==> config.mk <==
export PLATFORM = sky130hd
export DESIGN_NAME = prog_loader
export DESIGN_NICKNAME = d
export VERILOG_FILES = /design/src/rtl/prog_loader.sv
export SDC_FILE = /design/constraint.sdc
export NUM_CORES = 1
export LEC_CHECK = 0
export BUFFER_PORTS_ARGS = -buffer_cell sky130_fd_sc_hd__buf_2
export CORE_MARGIN = 8
export CORE_UTILIZATION = 40
export CTS_CLUSTER_SIZE = 8
export DETAILED_ROUTE_END_ITERATION = 7
export SYNTH_ARGS = -nofsm -noshare
export SYNTH_HDL_FRONTEND = slang
export SYNTH_SLANG_ARGS = --single-unit
==> constraint.sdc <==
create_clock -name clk -period 2.25 [get_ports clk]
set_input_delay 0.3375 -clock clk [delete_from_list [all_inputs] [get_ports clk]]
set_output_delay 0.3375 -clock clk [all_outputs]
set_load 0.005 [all_outputs]
==> src/rtl/prog_loader.sv <==
// Serial program loader: receives a framed image over 8N1 UART, writes it into
// the program RAM and holds the CPU in reset until the checksum verifies.
module prog_loader #(
    parameter int CLKS_PER_BIT = 234
) (
    input  logic       clk,
    input  logic       reset,
    input  logic       rx,
    output logic       cpu_reset,
    output logic       mem_we,
    output logic [7:0] mem_addr,
    output logic [7:0] mem_wdata,
    output logic       busy,
    output logic       done,
    output logic       error
);

    // Receiver states
    // RX_IDLE  | waiting for a falling edge on the synchronized line
    // RX_START | counting to the start-bit mid-sample
    // RX_DATA  | sampling data bits LSB first
    // RX_STOP  | sampling the stop bit
    // Loader states
    // LD_IDLE  | waiting for the 0xA5 sync byte
    // LD_LEN   | waiting for the length byte
    // LD_DATA  | writing data bytes to program RAM
    // LD_CSUM  | waiting for the checksum byte
    localparam int CW = (CLKS_PER_BIT > 1) ? $clog2(CLKS_PER_BIT) : 1;
    localparam logic [CW-1:0] HALF_M1 = CW'(CLKS_PER_BIT / 2 - 1);
    localparam logic [CW-1:0] BIT_M1  = CW'(CLKS_PER_BIT - 1);

    localparam logic [1:0] RX_IDLE  = 2'd0;
    localparam logic [1:0] RX_START = 2'd1;
    localparam logic [1:0] RX_DATA  = 2'd2;
    localparam logic [1:0] RX_STOP  = 2'd3;

    localparam logic [1:0] LD_IDLE = 2'd0;
    localparam logic [1:0] LD_LEN  = 2'd1;
    localparam logic [1:0] LD_DATA = 2'd2;
    localparam logic [1:0] LD_CSUM = 2'd3;

    logic          rx_s1, rx_s2, rx_prev;
    logic [1:0]    rx_state;
    logic [CW-1:0] bit_cnt;
    logic [2:0]    bit_idx;
    logic [7:0]    shreg;
    logic          byte_valid;
    logic          frame_err;

    logic [1:0]    ld_state;
    logic [8:0]    len_n;
    logic [8:0]    addr;
    logic [7:0]    sum;

    // bit_cnt is a down-counter; each sample is taken on its terminal count
    always_ff @(posedge clk) begin
        if (reset) begin
            rx_s1      <= 1'b1;
            rx_s2      <= 1'b1;
            rx_prev    <= 1'b1;
            rx_state   <= RX_IDLE;
            bit_cnt    <= '0;
            bit_idx    <= '0;
            shreg      <= '0;
            byte_valid <= 1'b0;
            frame_err  <= 1'b0;
        end else begin
            rx_s1      <= rx;
            rx_s2      <= rx_s1;
            rx_prev    <= rx_s2;
            byte_valid <= 1'b0;
            frame_err  <= 1'b0;
            case (rx_state)
                RX_IDLE: begin
                    if (rx_prev && !rx_s2) begin
                        bit_cnt  <= HALF_M1;
                        rx_state <= RX_START;
                    end
                end
                RX_START: begin
                    if (bit_cnt == '0) begin
                        if (rx_s2) begin
                            rx_state <= RX_IDLE;
                        end else begin
                            bit_cnt  <= BIT_M1;
                            bit_idx  <= '0;
                            rx_state <= RX_DATA;
                        end
                    end else begin
                        bit_cnt <= bit_cnt - CW'(1);
                    end
                end
                RX_DATA: begin
                    if (bit_cnt == '0) begin
                        shreg   <= {rx_s2, shreg[7:1]};
                        bit_cnt <= BIT_M1;
                        if (bit_idx == 3'd7) begin
                            rx_state <= RX_STOP;
                        end else begin
                            bit_idx <= bit_idx + 3'd1;
                        end
                    end else begin
                        bit_cnt <= bit_cnt - CW'(1);
                    end
                end
                default: begin
                    if (bit_cnt == '0) begin
                        if (rx_s2) begin
                            byte_valid <= 1'b1;
                        end else begin
                            frame_err <= 1'b1;
                        end
                        rx_state <= RX_IDLE;
                    end else begin
                        bit_cnt <= bit_cnt - CW'(1);
                    end
                end
            endcase
        end
    end

    // shreg is stable while byte_valid is high; it only shifts after a new start bit
    always_ff @(posedge clk) begin
        if (reset) begin
            ld_state  <= LD_IDLE;
            len_n     <= '0;
            addr      <= '0;
            sum       <= '0;
            cpu_reset <= 1'b0;
            mem_we    <= 1'b0;
            mem_addr  <= '0;
            mem_wdata <= '0;
            done      <= 1'b0;
            error     <= 1'b0;
        end else begin
            mem_we <= 1'b0;
            done   <= 1'b0;
            if (frame_err && ld_state != LD_IDLE) begin
                error    <= 1'b1;
                ld_state <= LD_IDLE;
            end else if (byte_valid) begin
                case (ld_state)
                    LD_IDLE: begin
                        if (shreg == 8'hA5) begin
                            cpu_reset <= 1'b1;
                            ld_state  <= LD_LEN;
                        end
                    end
                    LD_LEN: begin
                        len_n    <= (shreg == 8'h00) ? 9'd256 : {1'b0, shreg};
                        sum      <= shreg;
                        addr     <= '0;
                        ld_state <= LD_DATA;
                    end
                    LD_DATA: begin
                        mem_we    <= 1'b1;
                        mem_addr  <= addr[7:0];
                        mem_wdata <= shreg;
                        sum       <= sum + shreg;
                        addr      <= addr + 9'd1;
                        if (addr + 9'd1 == len_n) begin
                            ld_state <= LD_CSUM;
                        end
                    end
                    default: begin
                        ld_state <= LD_IDLE;
                        if (shreg == sum) begin
                            done      <= 1'b1;
                            error     <= 1'b0;
                            cpu_reset <= 1'b0;
                        end else begin
                            error <= 1'b1;
                        end
                    end
                endcase
            end
        end
    end

    assign busy = (ld_state != LD_IDLE);

endmodule

==> impl_metrics.env, run 1 <==
export IMPL_worst_setup_path_start_kind="register"
export IMPL_status="completed"
export IMPL_dp_hpwl_mm=6.28
export IMPL_initial_core_util=0.403
export IMPL_first_iter_violations=150
export IMPL_r2r_setup_slack_ps=70
export IMPL_grt_total_usage=0.147
export IMPL_overflow=0
export IMPL_reg2reg_from="shreg[3]"
export IMPL_crit_required_ps=2470
export IMPL_setup_tns_ps=0
export IMPL_nets=506
export IMPL_ys_seq_elements=74
export IMPL_syn_area_sq_mm=0.00385
export IMPL_fin_skew_ps=8.94
export IMPL_synthAdderAreaFrac=0.0702
export IMPL_drt_pre_antenna_iters=4
export IMPL_die_width_um=114
export IMPL_hold_start="rx"
export IMPL_arrival_ps=2400
export IMPL_timing_slew_headroom=0.656
export IMPL_instances_no_fill=620
export IMPL_drive_above_1_share=0.142
export IMPL_cts_tree="built"
export IMPL_grt_max_degree=42
export IMPL_synth_top_flop_cell="dfxtp_1"
export IMPL_clk_latency_ps=350
export IMPL_synth_edf_count=0
export IMPL_rsz0062_at_grt="false"
export IMPL_synth_top_family_by_area="simple AND/OR/NAND/NOR gates"
export IMPL_syn_to_final_growth_pct=14.0
export IMPL_coreArea_sq_mm=0.00955
export IMPL_ff2ff_path_depth=6
export IMPL_synth_xor_area_frac=0.0387
export IMPL_numPlacedInstances=604
export IMPL_clockBufferDepth=2
export IMPL_drv_slew=0
export IMPL_cts_made_buffers=9
export IMPL_max_cap_violations=0
export IMPL_design_area_sq_mm=0.00439
export IMPL_reg2reg_to="cpu_reset"
export IMPL_syn_num_nets=479
export IMPL_worstHoldEndpoint="rx_s1"
export IMPL_synth_distinct_cells=56
export IMPL_synth_compound_area_frac=0.162
export IMPL_tightest_slew_ps=516
export IMPL_setup_viol=0
export IMPL_yosysSeqAreaShare=0.385
export IMPL_cp_end_kind="register"
export IMPL_timing_final_crit_share=0.968
export IMPL_n_antenna_cell=0
export IMPL_crit_type="reg2reg"
export IMPL_leakage_nw=1.89
export IMPL_ioPinCount=24
export IMPL_rows=36
export IMPL_routed_via_density=5.21
export IMPL_ant_nets=0
export IMPL_port_buffers=23
export IMPL_path_max_fanout=7
export IMPL_place_gp_congestion=0.888
export IMPL_ir_drop_mv=0.343
export IMPL_wirelength_mm=8.89
export IMPL_htree_levels=3
export IMPL_yosys_warnings=0
export IMPL_dieHeight_um=114
export IMPL_worstHoldPathCells=2
export IMPL_antenna_found_initial=0
export IMPL_power_density_mw_per_mm2=824
export IMPL_clkSinkCount=74
export IMPL_achievable_frequency_mhz=459
export IMPL_synth_area_mux_share=0.0809
export IMPL_synthCells=455
export IMPL_hp_class="in2reg"
export IMPL_post_dp_cell_area_sq_mm=0.00417
export IMPL_drcViolationCount=0
export IMPL_vias=3232
export IMPL_grt_pass1_wl_mm=15.5
export IMPL_post_route_min_period_ps=2180
export IMPL_avgRoutedWirePerCell_um=14.3
export IMPL_fp_dieArea_sq_mm=0.0130
export IMPL_hold_buffers=0
export IMPL_whs_ps=170
export IMPL_hold_viol=0
export IMPL_ctsRootBufferMaster="clkbuf_8"
export IMPL_synth_area_per_cell_sq_um=8.46
export IMPL_synthSimpleGateAreaFrac=0.221
export IMPL_async_flop_share=0
export IMPL_grt_pass1_vias=3178
export IMPL_clk_pin_slew_ps=80
## critical path, stage by stage, from the launching register on
cell and delay [ps]:
dfxtp_1 480, ha_1 330, nor4_1 370, nand3_1 200
or4_1 530, nand2_1 90, a21oi_1 60
## state kept, by name, indices dropped and copies added, names as in the netlist, 2 cells and up
| register | cells |
|---|---|
| addr | 9 |
| bit_cnt | 8 |
| bit_idx | 3 |
| ld_state | 2 |
| len_n | 9 |
| mem_addr | 8 |
| mem_wdata | 8 |
| rx_state | 2 |
| shreg | 8 |
| sum | 8 |
## cell type report
| class | instances | area [sq um] |
|---|---|---|
| clock inverters | 6 | 91.3 |
| inverters | 17 | 63.8 |
| multi-input cells | 339 | 2210 |
| well taps | 133 | 166 |
| fillers | 997 | 5160 |
| flip-flops and latches | 74 | 1480 |
| clock buffers | 10 | 128 |
| repair buffers | 41 | 250 |
## where the power goes
part / switching [mW] / internal, mW / total [mW]
clock network: 0.527 / 0.626 / 1.15
registers: 0.0798 / 1.38 / 1.46
logic: 0.607 / 0.397 / 1.00
## worst max-delay path by stage
stage / to / startpoint / slack, ps
final: cpu_reset / shreg[3] / 70
after global routing: cpu_reset / shreg[3] / 5
after floorplan: addr[7] / ld_state[0] / 290
after global placement: cpu_reset / shreg[6] / 110
after detailed placement: cpu_reset / shreg[6] / 90
after CTS: cpu_reset / shreg[6] / 80
## stage by stage
step,utilization,setup slack [ps],power (mW)
floorplan,-,288,2.19
global placement,0.437,112,2.47
detailed placement,0.437,94.4,2.47
CTS,0.460,81.9,3.64
global route,0.460,5.18,3.84
finish,0.460,71.8,3.62
## kinds of logic after synthesis
family                   Yosys count
AO/OA/AOI/OAI                    101
XOR/XNOR                          17
adder cells (fa/ha/maj)           21
buffers and inverters             42
flip-flops                        74
multiplexers                      31
AND/OR/NAND/NOR                  169
## timing repair
item | in CTS | in global routing
buffers inserted | 0 | 0
resized for setup | 0 | 2
endpoints found under the setup margin | 0 | 3
## metal layers
metal,wire (um),share of wire,global-route usage,vias up
li1,-,-,-,1662
met1,4310,0.49,0.188,1517
met2,4150,0.47,0.233,41
met3,295,0.033,0.0348,12
met4,129,0.015,0.0559,0
met5,0,0,0,-
## cell usage after synthesis, drive strengths merged (3+ instances only)
master	n	area, sq um
a211oi	8	70.1
a21o	3	22.5
a21oi	47	235
and2	5	31.3
and3	8	50.1
buf	4	20.0
clkbuf	21	78.8
dfxtp	74	1480
ha	20	250
inv	17	63.8
mux2i	30	300
nand2	24	90.1
nand2b	10	62.6
nand3	18	95.1
nor2	62	233
nor3	12	60.1
nor3b	4	30.0
nor4	4	31.3
o211ai	4	30.0
o21ai	20	100
or4	5	37.5
xnor2	10	87.6
xor2	7	61.3
## cell usage in the layout, fill, tap and decap left out, drive strengths merged, types with 3 or more instances in the layout
master / Yosys / routed
o211ai: 4 / 4
nand3: 18 / 18
ha: 20 / 20
inv: 17 / 17
nor3b: 4 / 4
mux2i: 30 / 30
a21oi: 47 / 47
xnor2: 10 / 10
nor2: 62 / 62
dfxtp: 74 / 74
nand2b: 10 / 10
and3: 8 / 8
a211oi: 8 / 8
or4: 5 / 5
o21ai: 20 / 20
nand2: 24 / 24
and2: 5 / 5
clkinvlp: 0 / 3
nor3: 12 / 12
nor4: 4 / 4
buf: 4 / 41
a21o: 3 / 3
clkbuf: 21 / 10
xor2: 7 / 7
Note: power is estimated with default switching activity, not from simulation.
==> run 2: changes to the inputs <==
ABC_AREA = 1   (was not set)
==> run 2 against run 1 <==
Clock-buffer cell count is the same. Worst setup slack gained 180 ps. Clock power grew 6%. First-iteration DRC count grew 9.3%. Routed wire length grew 2.5%.
==> impl_metrics.env, run 2 <==
export IMPL_clkSinkCount=74
export IMPL_crit_chain="ha_1, nand2_1, nor2_1, nand3_1, nand2_1, nand2_1, nand2_1, nand4_1, nand2_1, nand3_1, nand2_1, nor2_1"
export IMPL_hold_buffers=0
export IMPL_synthCells=516
export IMPL_status="completed"
export IMPL_leakage_nw=1.80
export IMPL_cts_tree="built"
export IMPL_post_route_min_period_ps=2000
export IMPL_ys_top_cells_by_count="nand2_1, a21oi_1, dfxtp_1"
export IMPL_setup_viol=0
export IMPL_timing_final_ws_setup_ps=251
export IMPL_yosysSeqAreaShare=0.392
export IMPL_worst_setup_path_start_kind="register"
export IMPL_clockBufferDepth=2
export IMPL_timing_final_crit_share=0.888
export IMPL_achievable_frequency_mhz=500
export IMPL_hp_class="in2reg"
export IMPL_avgRoutedWirePerCell_um=13.8
export IMPL_clk_latency_ps=360
export IMPL_initial_core_util=0.410
export IMPL_routed_via_density=5.15
export IMPL_arrival_ps=2240
export IMPL_ctsRootBufferMaster="clkbuf_8"
export IMPL_timing_slew_headroom=0.588
export IMPL_ff2ff_path_depth=12
export IMPL_fp_dieArea_sq_mm=0.0128
export IMPL_layout_common_cells="nand2_1, a21oi_1, dfxtp_1"
export IMPL_vias=3397
export IMPL_power_density_mw_per_mm2=801
export IMPL_cp_end_kind="register"
export IMPL_max_cap_violations=0
export IMPL_ant_nets=0
export IMPL_yosys_area_top_type="dfxtp_1"
export IMPL_rsz0062_at_grt="false"
export IMPL_synthTopCellsByArea="dfxtp_1, a21oi_1, nand2_1"
export IMPL_async_flop_share=0
export IMPL_port_buffers=23
export IMPL_instances_no_fill=659
export IMPL_setup_tns_ps=0
export IMPL_final_common_cell="nand2_1"
export IMPL_numPlacedInstances=640
export IMPL_path_max_fanout=8
export IMPL_synth_edf_count=0
export IMPL_crit_family="simple AND/OR/NAND/NOR gates"
export IMPL_clk_pin_slew_ps=90
export IMPL_drcViolationCount=0
export IMPL_htree_levels=3
export IMPL_grt_pass1_wl_mm=15.2
export IMPL_ioPinCount=24
export IMPL_synth_distinct_cells=33
export IMPL_crit_buf_inv=0
export IMPL_cp_num_cells=12
export IMPL_crit_type="reg2reg"
export IMPL_ir_drop_mv=0.552
export IMPL_synth_top_flop_cell="dfxtp_1"
export IMPL_syn_to_final_growth_pct=13.0
export IMPL_syn_num_nets=540
export IMPL_synth_most_common_cell="nand2_1"
export IMPL_rows=35
export IMPL_reg2reg_from="addr[0]"
export IMPL_drt_pre_antenna_iters=7
export IMPL_crit_required_ps=2490
export IMPL_drv_slew=0
export IMPL_coreArea_sq_mm=0.00920
export IMPL_yosys_warnings=0
export IMPL_cts_made_buffers=9
export IMPL_post_route_util=0.464
export IMPL_die_width_um=113
export IMPL_cp_startpoint="addr[0]"
export IMPL_synth_top_area_share=0.392
export IMPL_tightest_slew_ps=617
export IMPL_ys_seq_elements=74
export IMPL_first_iter_violations=164
export IMPL_wirelength_mm=9.10
export IMPL_crit_slowest_cell="dfxtp_1"
export IMPL_nets=567
export IMPL_slowest_delay_ps=510
export IMPL_whs_ps=174
export IMPL_cp_common_cell="nand2_1"
export IMPL_grt_pass1_vias=3198
export IMPL_n_antenna_cell=0
export IMPL_grt_total_usage=0.145
export IMPL_reg_top3="addr: 9 flops, len_n: 9 flops"
export IMPL_antenna_found_initial=0
export IMPL_hold_start="rx"
export IMPL_overflow=0
export IMPL_place_ws_ps=62.4
export IMPL_hold_viol=0
export IMPL_synth_area_per_cell_sq_um=7.32
export IMPL_grt_max_degree=32
export IMPL_syn_area_sq_mm=0.00377
export IMPL_dieHeight_um=113
export IMPL_fin_skew_ps=16.1
export IMPL_place_gp_congestion=0.855
export IMPL_dp_hpwl_mm=6.42
export IMPL_worstHoldPathCells=2
export IMPL_drive_above_1_share=0.133
## run 2: logic make-up (layout without fill, tap and decap cells)
family                     after synthesis  count (layout)  share of synthesized area
DFF                                     74              74                      0.392
buffers and inverters                   82             113                     0.0868
and+or+nand+nor                        181             182                      0.220
adders and majority gates               21              21                     0.0716
AOI/OAI and AO/OA                      148             148                      0.206
xor gates and xnor gates                10              10                     0.0232
## run 2: final cells by class
type	instances	area, sq um
inverter	65	244
timing repair buffer	32	195
fill	941	4930
clock inverter	6	97.6
multi-input combinational	361	1970
sequential	74	1480
clock buffer	10	138
tap	111	139
## run 2: stage by stage
stage / cell area, sq um / power (mW)
global placement: 4010 / 2.21
floorplan: 3770 / 2.08
global route: 4270 / 3.65
finish: 4270 / 3.42
detailed placement: 4010 / 2.23
CTS: 4250 / 3.45
## run 2: final timing paths
| check | to | slack, ps |
|---|---|---|
| hold / removal | rx_s1 | 170 |
| setup / recovery | ld_state[1] | 250 |
| hold reg to reg | rx_s2 | 410 |
| setup reg to reg | ld_state[1] | 250 |
## run 2: routing by layer
layer	part of all wire	vias up	global-route usage
met1	0.46	1559	0.177
met4	0.0079	0	0.0444
met3	0.036	7	0.0362
met5	0	-	0
met2	0.49	57	0.246
li1	-	1774	-
## run 2: worst register-to-register path, stage by stage, from the launching register on
cell     delay, ps
dfxtp_1        510
ha_1           330
nand2_1        150
nor2_1         160
nand3_1        130
nand2_1         90
nand2_1         50
nand2_1         50
nand4_1        110
nand2_1        110
nand3_1         70
nand2_1         70
nor2_1          50
## run 2: power breakdown
group / switching [mW] / total (mW) / internal [mW]
sequential: 0.0698 / 1.44 / 1.37
clock: 0.546 / 1.22 / 0.670
combinational: 0.486 / 0.758 / 0.271
## run 2: repair_timing
action | CTS | global route
gates resized for setup | 0 | 0
endpoints found under the setup margin | 0 | 9
setup buffers | 0 | 2
==> run 3: changes to the inputs <==
CORE_UTILIZATION = 38   (was 40)
==> run 3 against run 2 <==
Maximum frequency rose by 1.5%. Clock-buffer cell count did not move. Largest power group unchanged. Register-to-register slack improved by 30 ps. Routed wire length fell by 1.4%. Die area rose by 4.5%. Clock power fell by 16%. Clock skew fell by 9.0 ps. Highest routed layer unchanged. Cell count rose by 3.6%. Sequential share of layout area barely moved.
==> impl_metrics.env, run 3 (synthesized netlist as in run 2, its figures left out) <==
export IMPL_whs_ps=171
export IMPL_overflow=0
export IMPL_grt_max_degree=45
export IMPL_ioPinCount=24
export IMPL_clk_latency_ps=350
export IMPL_worst_setup_path_start_kind="register"
export IMPL_cts_made_buffers=9
export IMPL_dp_hpwl_mm=6.32
export IMPL_fp_dieArea_sq_mm=0.0134
export IMPL_setup_viol=0
export IMPL_status="completed"
export IMPL_achievable_frequency_mhz=508
export IMPL_clkSinkCount=74
export IMPL_n_antenna_cell=0
export IMPL_port_buffers=23
export IMPL_drcViolationCount=0
export IMPL_slowest_delay_ps=330
export IMPL_hold_viol=0
export IMPL_drv_slew=0
export IMPL_crit_type="reg2reg"
export IMPL_setup_tns_ps=0
export IMPL_numPlacedInstances=662
export IMPL_design_area_sq_mm=0.00427
export IMPL_wirelength_mm=8.98
export IMPL_crit_required_ps=2540
export IMPL_crit_family="simple AND/OR/NAND/NOR gates"
export IMPL_ctsRootBufferMaster="clkbuf_8"
export IMPL_ir_drop_mv=0.382
export IMPL_timing_final_crit_share=0.875
export IMPL_arrival_ps=2260
export IMPL_reg_top3="addr: 9 flops, len_n: 9 flops"
export IMPL_antenna_found_initial=0
export IMPL_crit_chain="inv_1, ha_1, nor2_1, nor2_1, inv_2, nor2_4, inv_2, nor2_4, inv_1, nor2_1, a21oi_1, nor2_1"
export IMPL_rsz0062_at_grt="false"
export IMPL_grt_total_usage=0.142
export IMPL_htree_levels=3
export IMPL_crit_slowest_cell="dfxtp_1"
export IMPL_power_density_mw_per_mm2=754
export IMPL_post_route_min_period_ps=1970
export IMPL_hp_class="in2reg"
export IMPL_leakage_nw=1.79
export IMPL_rows=36
export IMPL_syn_to_final_growth_pct=13.1
export IMPL_timing_slew_headroom=0.583
export IMPL_dieHeight_um=116
export IMPL_post_dp_cell_area_sq_mm=0.00404
export IMPL_path_max_fanout=10
export IMPL_total_power_mw=3.22
export IMPL_instances_no_fill=683
export IMPL_drive_above_1_share=0.136
export IMPL_initial_core_util=0.388
export IMPL_cp_common_cell="nor2_1"
export IMPL_place_gp_congestion=0.868
export IMPL_tightest_slew_ps=624
export IMPL_crit_buf_inv=4
export IMPL_cts_tree="built"
export IMPL_first_iter_violations=131
export IMPL_routed_via_density=5.04
export IMPL_grt_pass1_vias=3261
export IMPL_drt_pre_antenna_iters=5
export IMPL_layout_common_cells="nand2_1, a21oi_1, dfxtp_1"
export IMPL_nets=569
export IMPL_hold_buffers=0
export IMPL_ant_nets=0
export IMPL_vias=3444
export IMPL_cp_end_kind="register"
export IMPL_fin_skew_ps=7.08
export IMPL_max_cap_violations=0
export IMPL_clockBufferDepth=2
export IMPL_die_width_um=116
export IMPL_avgRoutedWirePerCell_um=13.1
export IMPL_grt_pass1_wl_mm=15.1
export IMPL_final_common_cell="nand2_1"
export IMPL_clk_pin_slew_ps=80
export IMPL_coreArea_sq_mm=0.00973
[run 3: cell types whose count changed in the layout (fill, tap and decap cells not counted)]
cell	previous run	this run
dfxtp_1	74	73
bufinv_16	2	1
clkbuf_8	10	9
inv_8	1	0
clkinvlp_4	0	2
buf_4	8	10
clkinv_2	0	1
clkbuf_1	0	1
inv_6	1	0
dfxtp_2	0	1
[run 3: per-stage QoR]
stage,util,setup slack (ps)
after global routing,0.439,17.6
after global placement,0.415,103
after detailed placement,0.415,6.37
after CTS,0.435,7.28
after floorplan,-,505
final,0.439,281
[run 3: worst register-to-register path: stages, from the launching register on]
cell     delay [ps]
dfxtp_1         330
inv_1           110
ha_1            200
nor2_1           90
nor2_1          160
inv_2           120
nor2_4          260
inv_2           110
nor2_4          190
inv_1           100
nor2_1          100
a21oi_1          50
nor2_1           80
[run 3: path summary, 6_finish.rpt]
path	start	to	slack (ps)	cells after the start
max	ld_state[0]	addr[3]	280	12
min reg2reg	rx_s1	rx_s2	410	1
max reg2reg	ld_state[0]	addr[3]	280	12
min	rx	rx_s1	170	2
[run 3: layer usage]
metal	routed length, um	track usage	part of all wire	vias to the layer above
met5	0	0	0	-
li1	-	-	-	1777
met3	372	0.0344	0.041	15
met4	193	0.0614	0.021	0
met2	4400	0.247	0.49	54
met1	4010	0.164	0.45	1598
[run 3: report_power, final]
part	leakage, nW	internal [mW]	switching, mW
clock network	0.0925	0.514	0.514
registers	0.598	1.37	0.0685
logic	1.10	0.272	0.477
[run 3: final cells by class]
cell class	count	area (sq um)
Sequential cell	74	1480
Clock inverter	6	67.6
Clock buffer	10	128
Inverter	65	244
Multi-Input combinational cell	361	1970
Timing Repair Buffer	34	210
Fill cell	1017	5460
Tap cell	133	166
[run 3: timing repair]
item / 4_1_cts / 5_1_grt
buffers inserted: 0 / 4
endpoints found under the setup margin: 0 / 10
resized for setup: 0 / 1
